[config.mk]
export PLATFORM = sky130hd
export DESIGN_NAME = uart_tx_feeder
export DESIGN_NICKNAME = d
export VERILOG_FILES = /design/src/rtl/uart_tx_feeder.sv
export SDC_FILE = /design/constraint.sdc
export NUM_CORES = 1
export LEC_CHECK = 0
export CAP_MARGIN = 10
export CELL_PAD_IN_SITES_DETAIL_PLACEMENT = 0
export CELL_PAD_IN_SITES_GLOBAL_PLACEMENT = 1
export CORE_MARGIN = 4
export CORE_UTILIZATION = 40
export DETAILED_ROUTE_END_ITERATION = 6
export HOLD_SLACK_MARGIN = 0.05
export PLACE_DENSITY_LB_ADDON = 0.1
export SLEW_MARGIN = 20
export SYNTH_ARGS = -nofsm -noshare
export SYNTH_HDL_FRONTEND = slang
export SYNTH_SLANG_ARGS = --single-unit
[constraint.sdc]
create_clock -name i_clk -period 4.4 [get_ports i_clk]
set_input_delay 1.1 -clock i_clk [delete_from_list [all_inputs] [get_ports i_clk]]
set_output_delay 1.1 -clock i_clk [all_outputs]
set_load 0.005 [all_outputs]
[src/rtl/uart_tx_feeder.sv]
// Byte FIFO + sequencer feeding a UART transmitter one byte per frame.
// Latency: write at edge N -> o_tx_dv pulse after edge N+1; next byte pulses the cycle after i_tx_done.
// Backpressure: none upstream; writes while full are dropped and flagged on o_overflow for one cycle.
module uart_tx_feeder #(
  parameter int DEPTH = 16
) (
  input  logic                       i_clk,
  input  logic                       i_rst_n,
  input  logic [7:0]                 i_wr_byte,
  input  logic                       i_wr_dv,
  output logic                       o_full,
  output logic                       o_empty,
  output logic [$clog2(DEPTH):0]     o_count,
  output logic                       o_overflow,
  output logic                       o_busy,
  output logic [7:0]                 o_tx_byte,
  output logic                       o_tx_dv,
  input  logic                       i_tx_active,
  input  logic                       i_tx_done
);

  localparam int AW = $clog2(DEPTH);
  localparam int CW = AW + 1;
  localparam logic [CW-1:0] FULL_CNT = CW'(DEPTH);

  typedef enum logic {
    ST_IDLE = 1'b0,
    ST_WAIT = 1'b1
  } state_t;

  logic [7:0]    mem [DEPTH];
  logic [AW-1:0] wr_ptr;
  logic [AW-1:0] rd_ptr;
  logic [CW-1:0] count;
  state_t        state;

  logic wr_acc;
  logic pop;

  // Full/empty are judged on the registered count, so a write against a full
  // FIFO is dropped even when a pop frees a slot on the same edge.
  assign wr_acc = i_wr_dv && !o_full;

  // Idle issues only into a quiet transmitter; wait issues only on its done pulse.
  assign pop = (count != '0) &&
               (((state == ST_IDLE) && !i_tx_active) ||
                ((state == ST_WAIT) && i_tx_done));

  assign o_full  = (count == FULL_CNT);
  assign o_empty = (count == '0);
  assign o_count = count;
  assign o_busy  = (state != ST_IDLE) || (count != '0);

  // Storage array; contents need no reset since reads are gated by count.
  always_ff @(posedge i_clk) begin
    if (wr_acc) begin
      mem[wr_ptr] <= i_wr_byte;
    end
  end

  // Pointers, occupancy count and the dropped-write flag.
  always_ff @(posedge i_clk or negedge i_rst_n) begin
    if (!i_rst_n) begin
      wr_ptr     <= '0;
      rd_ptr     <= '0;
      count      <= '0;
      o_overflow <= 1'b0;
    end else begin
      o_overflow <= i_wr_dv && o_full;
      if (wr_acc) begin
        wr_ptr <= wr_ptr + AW'(1);
      end
      if (pop) begin
        rd_ptr <= rd_ptr + AW'(1);
      end
      case ({wr_acc, pop})
        2'b10:   count <= count + CW'(1);
        2'b01:   count <= count - CW'(1);
        default: count <= count;
      endcase
    end
  end

  // Handshake sequencer: one data-valid pulse per byte, then hold until done.
  always_ff @(posedge i_clk or negedge i_rst_n) begin
    if (!i_rst_n) begin
      state     <= ST_IDLE;
      o_tx_dv   <= 1'b0;
      o_tx_byte <= 8'h00;
    end else begin
      o_tx_dv <= 1'b0;
      case (state)
        ST_IDLE: begin
          if (pop) begin
            o_tx_byte <= mem[rd_ptr];
            o_tx_dv   <= 1'b1;
            state     <= ST_WAIT;
          end
        end
        ST_WAIT: begin
          if (i_tx_done) begin
            if (pop) begin
              o_tx_byte <= mem[rd_ptr];
              o_tx_dv   <= 1'b1;
            end else begin
              state <= ST_IDLE;
            end
          end
        end
      endcase
    end
  end

endmodule

==> run_results.csv, run 1 <==
group,metric,value,unit
floorplanning,io-pin-count,31,
flow_run,cap_violations,0,
synthesis,yosys_warnings,0,
power,seq_power_share,44.9,%
clock_tree,cts.htree.levels,4,
power,power_frac_clock,30.2,%
power,power.share.switching,29.7,%
synthesis,synth-edff-count,128,
clock_tree,cts-hold-fix-buffers,0,
synthesis,syn_avg_cell_area,19.2,um2
finish,layout-drive-gt1-share,16.9,%
synthesis,synthesis.instances,326,
synthesis,synthTopCellsByCount,"sky130_fd_sc_hd__edfxtp_1, sky130_fd_sc_hd__dfrtp_1, sky130_fd_sc_hd__mux4_1, sky130_fd_sc_hd__nor2_1",
critical_path,timing.critical_path.cells,"or3_4 -> nor3_1 -> clkdlybuf4s50_1",
sta,hold_ws,476,ps
placed_design,port_buffers,30,
synthesis,synth_top_area_share,61.4,%
finish,finished_layout_cells,595,
synthesis,ys_seq_elements,152,
placed_design,post-place-cells,564,
sta,tightestPinTransition,819,ps
synthesis,syn_nets,348,
grt,overflow,0,
worst_hold_path,min_from,"o_tx_byte[3]$_DFFE_PN0P_",
outcome,status,"completed",
power,internal_power,3.29,mW
clock_tree,cts_resized,0,
route,firstDrtPassIters,5,
critical_path,timing.rr.start,"o_count[2]$_DFFE_PN0P_",
floorplanning,effective_utilization_at_floorplan,41.0,%
sta,fin_tns_setup,0,ps
sta,timing.final.max_slew_violations,0,
finish,fin_nets,394,
finish,postLayoutCellArea,0.00738,mm2
finish,multi_input_comb_area,0.00165,mm2
worst_hold_path,worst_hold_path_type,"reg -> reg",
route,drt_iter0_markers,140,
placed_design,dpl_cell_area,0.00681,mm2
critical_path,arrival,2220,ps
placed_design,hpwl_after_dpl,7.70,mm
finish,area_growth_syn_to_layout,17.9,%
power,p_switching,1.39,mW
floorplanning,fp.dieArea,0.0177,mm2
sta,rsz_0062_raised_after_global_routing,"false",
grt,vias_in_the_first_global_route,3169,
floorplanning,core_region_area,0.0153,mm2
route,routedWlPerCell,20.3,um
critical_path,worstPathBufferInverterCount,1,
synthesis,syn_area,0.00626,mm2
sta,achievable-frequency,301,MHz
clock_tree,worst_skew_pair.late_latency,420,ps
synthesis,synth.area.top_cells,"sky130_fd_sc_hd__edfxtp_1, sky130_fd_sc_hd__mux4_1, sky130_fd_sc_hd__dfrtp_1",
placed_design,pre_cts_setup_slack,906,ps
floorplanning,die-height,133,um
route,ant_nets,0,
sta,timing.final.setup_violations,0,
synthesis,synth-async-reset-ratio,15.8,%
critical_path,path_delay_family,"simple AND/OR/NAND/NOR gates",
clock_tree,clock-sinks,152,
placed_design,gp_congestion,0.686,
synthesis,seq_total_area_yosys,71.0,%
power,power.density_cell_area,633,mW/mm2
route,drt-vias-per-instance,5.05,
synthesis,yosysMostFrequentCell,"sky130_fd_sc_hd__edfxtp_1",
finish,postLayoutCoreUtil,48.4,%
route,route.vias.total,3007,
power,ir_worst_vdd,326,uV
finish,area_taken_by_flip_flops_and_latches,0.00445,mm2
power,logic_pwr_share,24.9,%
critical_path,cpPeakStageDelay,580,ps
sta,final_period_minus_worst_setup_slack,3320,ps
synthesis,ys.flop_type,"sky130_fd_sc_hd__edfxtp_1",
finish,antenna_cells,0,
finish,nFillCells,1286,
clock_tree,tritoncts,"yes",
grt,track_usage,14.7,%
critical_path,required,3300,ps
critical_path,timing.critical_path.from_type,"register",
floorplanning,fp.dieW,133,um
critical_path,end_kind,"primary output",
sta,setup_slack,1080,ps
clock_tree,cts_root_buffer,"sky130_fd_sc_hd__clkbuf_16",
sta,number_of_hold_violations_in_the_final_report,0,
clock_tree,cts_setup_buffers,0,
sta,post-route-period-util,75.5,%
power,p_leak,2.60,nW
critical_path,timing.critical_path.fanout_max,8,
synthesis,post-synth-top-area-cell,"sky130_fd_sc_hd__edfxtp_1",
floorplanning,row_count,45,
route,drc,0,
grt,grt_max_degree,34,
route,drt_wl_total,12.1,mm
sta,final.setup_skew,6.40,ps
clock_tree,numCtsBuffers,17,
synthesis,synth.distinct_cells,42,
grt,first_pass_grt_wire_length,18.8,mm
critical_path,slowest_stage,"sky130_fd_sc_hd__clkdlybuf4s50_1",
critical_path,cp_class,"reg -> out",
sta,max-slew-margin-rel,45.2,%
clock_tree,number_of_buffers_on_the_longest_clock_path,2,
clock_tree,clk_transition_reported_paths,60,ps
critical_path,cp_launch_point,"o_count[2]$_DFFE_PN0P_",
power,totalPowerFinal,4.67,mW
grt,grt_antenna_before_repair,0,
## layer usage
layer	track usage (%)	up-vias	routed length [um]
met5	0	-	0
met4	5.37	0	203
met3	4.15	15	433
met2	24.2	52	6000
met1	18.7	1530	5440
li1	-	1410	-
## sequential cells by signal, indices dropped and copies added, names as in the netlist
register and flops:
mem 128, o_count 5, o_overflow 1, o_tx_byte 8, o_tx_dv 1, rd_ptr 4, state 1, wr_ptr 4
## kinds of logic (layout without fill, tap and decap cells)
kind of cell | Yosys count | count (layout) | synth area share, %
AO/OA/AOI/OAI | 37 | 37 | 4.50
AND/OR/NAND/NOR | 48 | 48 | 3.88
buffers and inverters | 26 | 84 | 2.62
multiplexers | 42 | 42 | 14.5
flip-flops | 152 | 152 | 71.0
XOR/XNOR | 12 | 12 | 1.68
adder cells (fa/ha/maj) | 9 | 9 | 1.80
## worst paths after layout
check / end / slack (ps) / cells past startpoint
max in group asynchronous: rd_ptr[3]$_DFFE_PN0P_ / 3340 / 1
min reg2reg: o_tx_byte[3]$_DFFE_PN0P_ / 480 / 1
max: o_empty / 1080 / 3
min: o_tx_byte[3]$_DFFE_PN0P_ / 480 / 1
max reg2reg: o_count[4]$_DFFE_PN0P_ / 1750 / 10
min in group asynchronous: o_count[2]$_DFFE_PN0P_ / 660 / 1
## placed cells by master, fill, tap and decap left out, drive strengths merged, types with 8 or more instances in the layout
master	count
o22ai	8
edfxtp	128
inv	10
nor2	18
mux4	32
clkdlybuf4s50	29
dfrtp	24
buf	18
a21o	8
mux2i	8
ha	9
clkbuf	18
a211oi	8
## power groups by stage
stage	sequential [mW]	clock, mW	combinational, mW
global route	2.15	1.51	1.28
global placement	2.14	0	1.19
detailed placement	2.14	0	1.20
finish	2.10	1.41	1.17
floorplan	1.90	0	0.994
CTS	2.11	1.45	1.20
## cell type report
cell class              instances  share of cell area [%]
flip-flops and latches        152                    60.2
multi-input cells             148                    22.4
clock inverters                13                    1.98
repair buffers                 47                    5.73
clock buffers                  18                    5.81
inverters                       6                   0.305
well taps                     211                    3.58
Power figures use the tool's default switching activity.
==> run 2: changes to the inputs <==
Clock period 4.4 ns to 3.2 ns, I/O delays scaled along.
==> run_results.csv, run 2 (synthesis gave the netlist of run 1 again) <==
group,metric,value,unit
floorplanning,io-pin-count,31,
finish,top_register,"mem",
placed_design,port_buffers,30,
outcome,status,"completed",
grt,first_pass_grt_wire_length,19.4,mm
finish,postLayoutCoreUtil,48.7,%
clock_tree,cts_resized,0,
critical_path,cp_class,"reg -> out",
clock_tree,clock-sinks,152,
floorplanning,fp.dieW,133,um
sta,setup_slack,176,ps
route,drc,0,
sta,max-slew-margin-rel,47.9,%
sta,timing.final.setup_violations,0,
sta,number_of_hold_violations_in_the_final_report,0,
sta,tightestPinTransition,782,ps
sta,final.setup_skew,14.0,ps
critical_path,timing.critical_path.fanout_max,8,
route,routedWlPerCell,20.5,um
grt,vias_in_the_first_global_route,3162,
critical_path,path_delay_family,"simple AND/OR/NAND/NOR gates",
floorplanning,row_count,45,
critical_path,required,2400,ps
critical_path,worstPathBufferInverterCount,1,
finish,area_taken_by_flip_flops_and_latches,0.00445,mm2
power,ir_worst_vdd,392,uV
floorplanning,effective_utilization_at_floorplan,41.0,%
critical_path,end_kind,"primary output",
finish,layout-drive-gt1-share,18.1,%
finish,most_frequent_cells_in_the_layout,"sky130_fd_sc_hd__edfxtp_1, sky130_fd_sc_hd__clkdlybuf4s50_1, sky130_fd_sc_hd__buf_4",
grt,overflow,0,
grt,track_usage,15.0,%
power,p_leak,2.65,nW
route,drt_wl_total,12.3,mm
sta,timing.final.max_slew_violations,0,
clock_tree,cts.htree.levels,4,
sta,final_period_minus_worst_setup_slack,3020,ps
route,ant_nets,0,
power,power.density_cell_area,865,mW/mm2
floorplanning,fp.dieArea,0.0177,mm2
critical_path,slowest_stage,"sky130_fd_sc_hd__clkdlybuf4s50_1",
clock_tree,cts_setup_buffers,0,
finish,layout.cells.most_common,"sky130_fd_sc_hd__edfxtp_1",
clock_tree,cts-hold-fix-buffers,0,
critical_path,arrival,2220,ps
finish,fin_nets,401,
sta,fin_tns_setup,0,ps
clock_tree,number_of_buffers_on_the_longest_clock_path,2,
sta,rsz_0062_raised_after_global_routing,"false",
floorplanning,die-height,133,um
finish,area_growth_syn_to_layout,18.7,%
critical_path,rrSetupSlack,530,ps
power,totalPowerFinal,6.43,mW
clock_tree,numCtsBuffers,17,
critical_path,timing.critical_path.cells,"or3_4 -> nor3_1 -> clkdlybuf4s50_1",
route,firstDrtPassIters,4,
clock_tree,clk_transition_reported_paths,60,ps
placed_design,pre_cts_setup_slack,123,ps
clock_tree,tritoncts,"yes",
clock_tree,cts_root_buffer,"sky130_fd_sc_hd__clkbuf_16",
finish,nFillCells,1281,
flow_run,cap_violations,0,
critical_path,cpPeakStageDelay,580,ps
placed_design,gp_congestion,0.706,
route,drt-vias-per-instance,5.10,
sta,post-route-period-util,94.5,%
grt,grt_antenna_before_repair,0,
finish,multi_input_comb_area,0.00165,mm2
route,drt_iter0_markers,150,
finish,largest_register_ffs,128,
finish,antenna_cells,0,
sta,achievable-frequency,331,MHz
worst_hold_path,worst_hold_path_type,"reg -> reg",
route,route.vias.total,3077,
clock_tree,worst_skew_pair.late_latency,420,ps
floorplanning,core_region_area,0.0153,mm2
grt,grt_max_degree,34,
placed_design,hpwl_after_dpl,7.84,mm
critical_path,timing.critical_path.from_type,"register",
-- run 2: metrics by stage --
step	cells	hold slack (ps)	cell area, um2
2_1_floorplan	326	474	6260
3_3_place_gp	571	461	6860
3_5_place_dp	571	465	6860
4_1_cts	603	479	7430
5_1_grt	603	500	7430
6_report	603	474	7430
-- run 2: path summary, 6_finish.rpt --
| check | from | end | cells after the start |
|---|---|---|---|
| min in group asynchronous | i_rst_n | o_overflow$_DFF_PN0_ | 2 |
| max in group asynchronous | i_rst_n | rd_ptr[1]$_DFFE_PN0P_ | 2 |
| setup / recovery | o_count[2]$_DFFE_PN0P_ | o_empty | 3 |
| hold reg to reg | o_tx_byte[5]$_DFFE_PN0P_ | o_tx_byte[5]$_DFFE_PN0P_ | 1 |
| hold / removal | o_tx_byte[5]$_DFFE_PN0P_ | o_tx_byte[5]$_DFFE_PN0P_ | 1 |
| setup reg to reg | o_count[2]$_DFFE_PN0P_ | o_count[4]$_DFFE_PN0P_ | 10 |
-- run 2: report_power, final --
group / leakage [nW] / internal [mW] / switching, mW
sequential: 1.44 / 2.46 / 0.310
clock: 0.281 / 1.13 / 0.766
combinational: 0.928 / 0.928 / 0.827
total: 2.65 / 4.52 / 1.90
-- run 2: final cells by class --
class                   instances  area share (%)
repair buffers                 54            6.47
clock buffers                  22            6.38
inverters                       6           0.303
well taps                     211            3.55
clock inverters                10            1.25
multi-input cells             148            22.2
flip-flops and latches        152            59.8
-- run 2: routing by layer --
| metal | wire length, um | global-route usage, % | vias to the layer above | part of all wire, % |
|---|---|---|---|---|
| met3 | 527 | 3.44 | 10 | 4.3 |
| met2 | 5690 | 22.3 | 69 | 46 |
| met5 | 0 | 0 | - | 0 |
| met4 | 170 | 5.31 | 0 | 1.4 |
| met1 | 5960 | 21.7 | 1578 | 48 |
| li1 | - | - | 1420 | - |
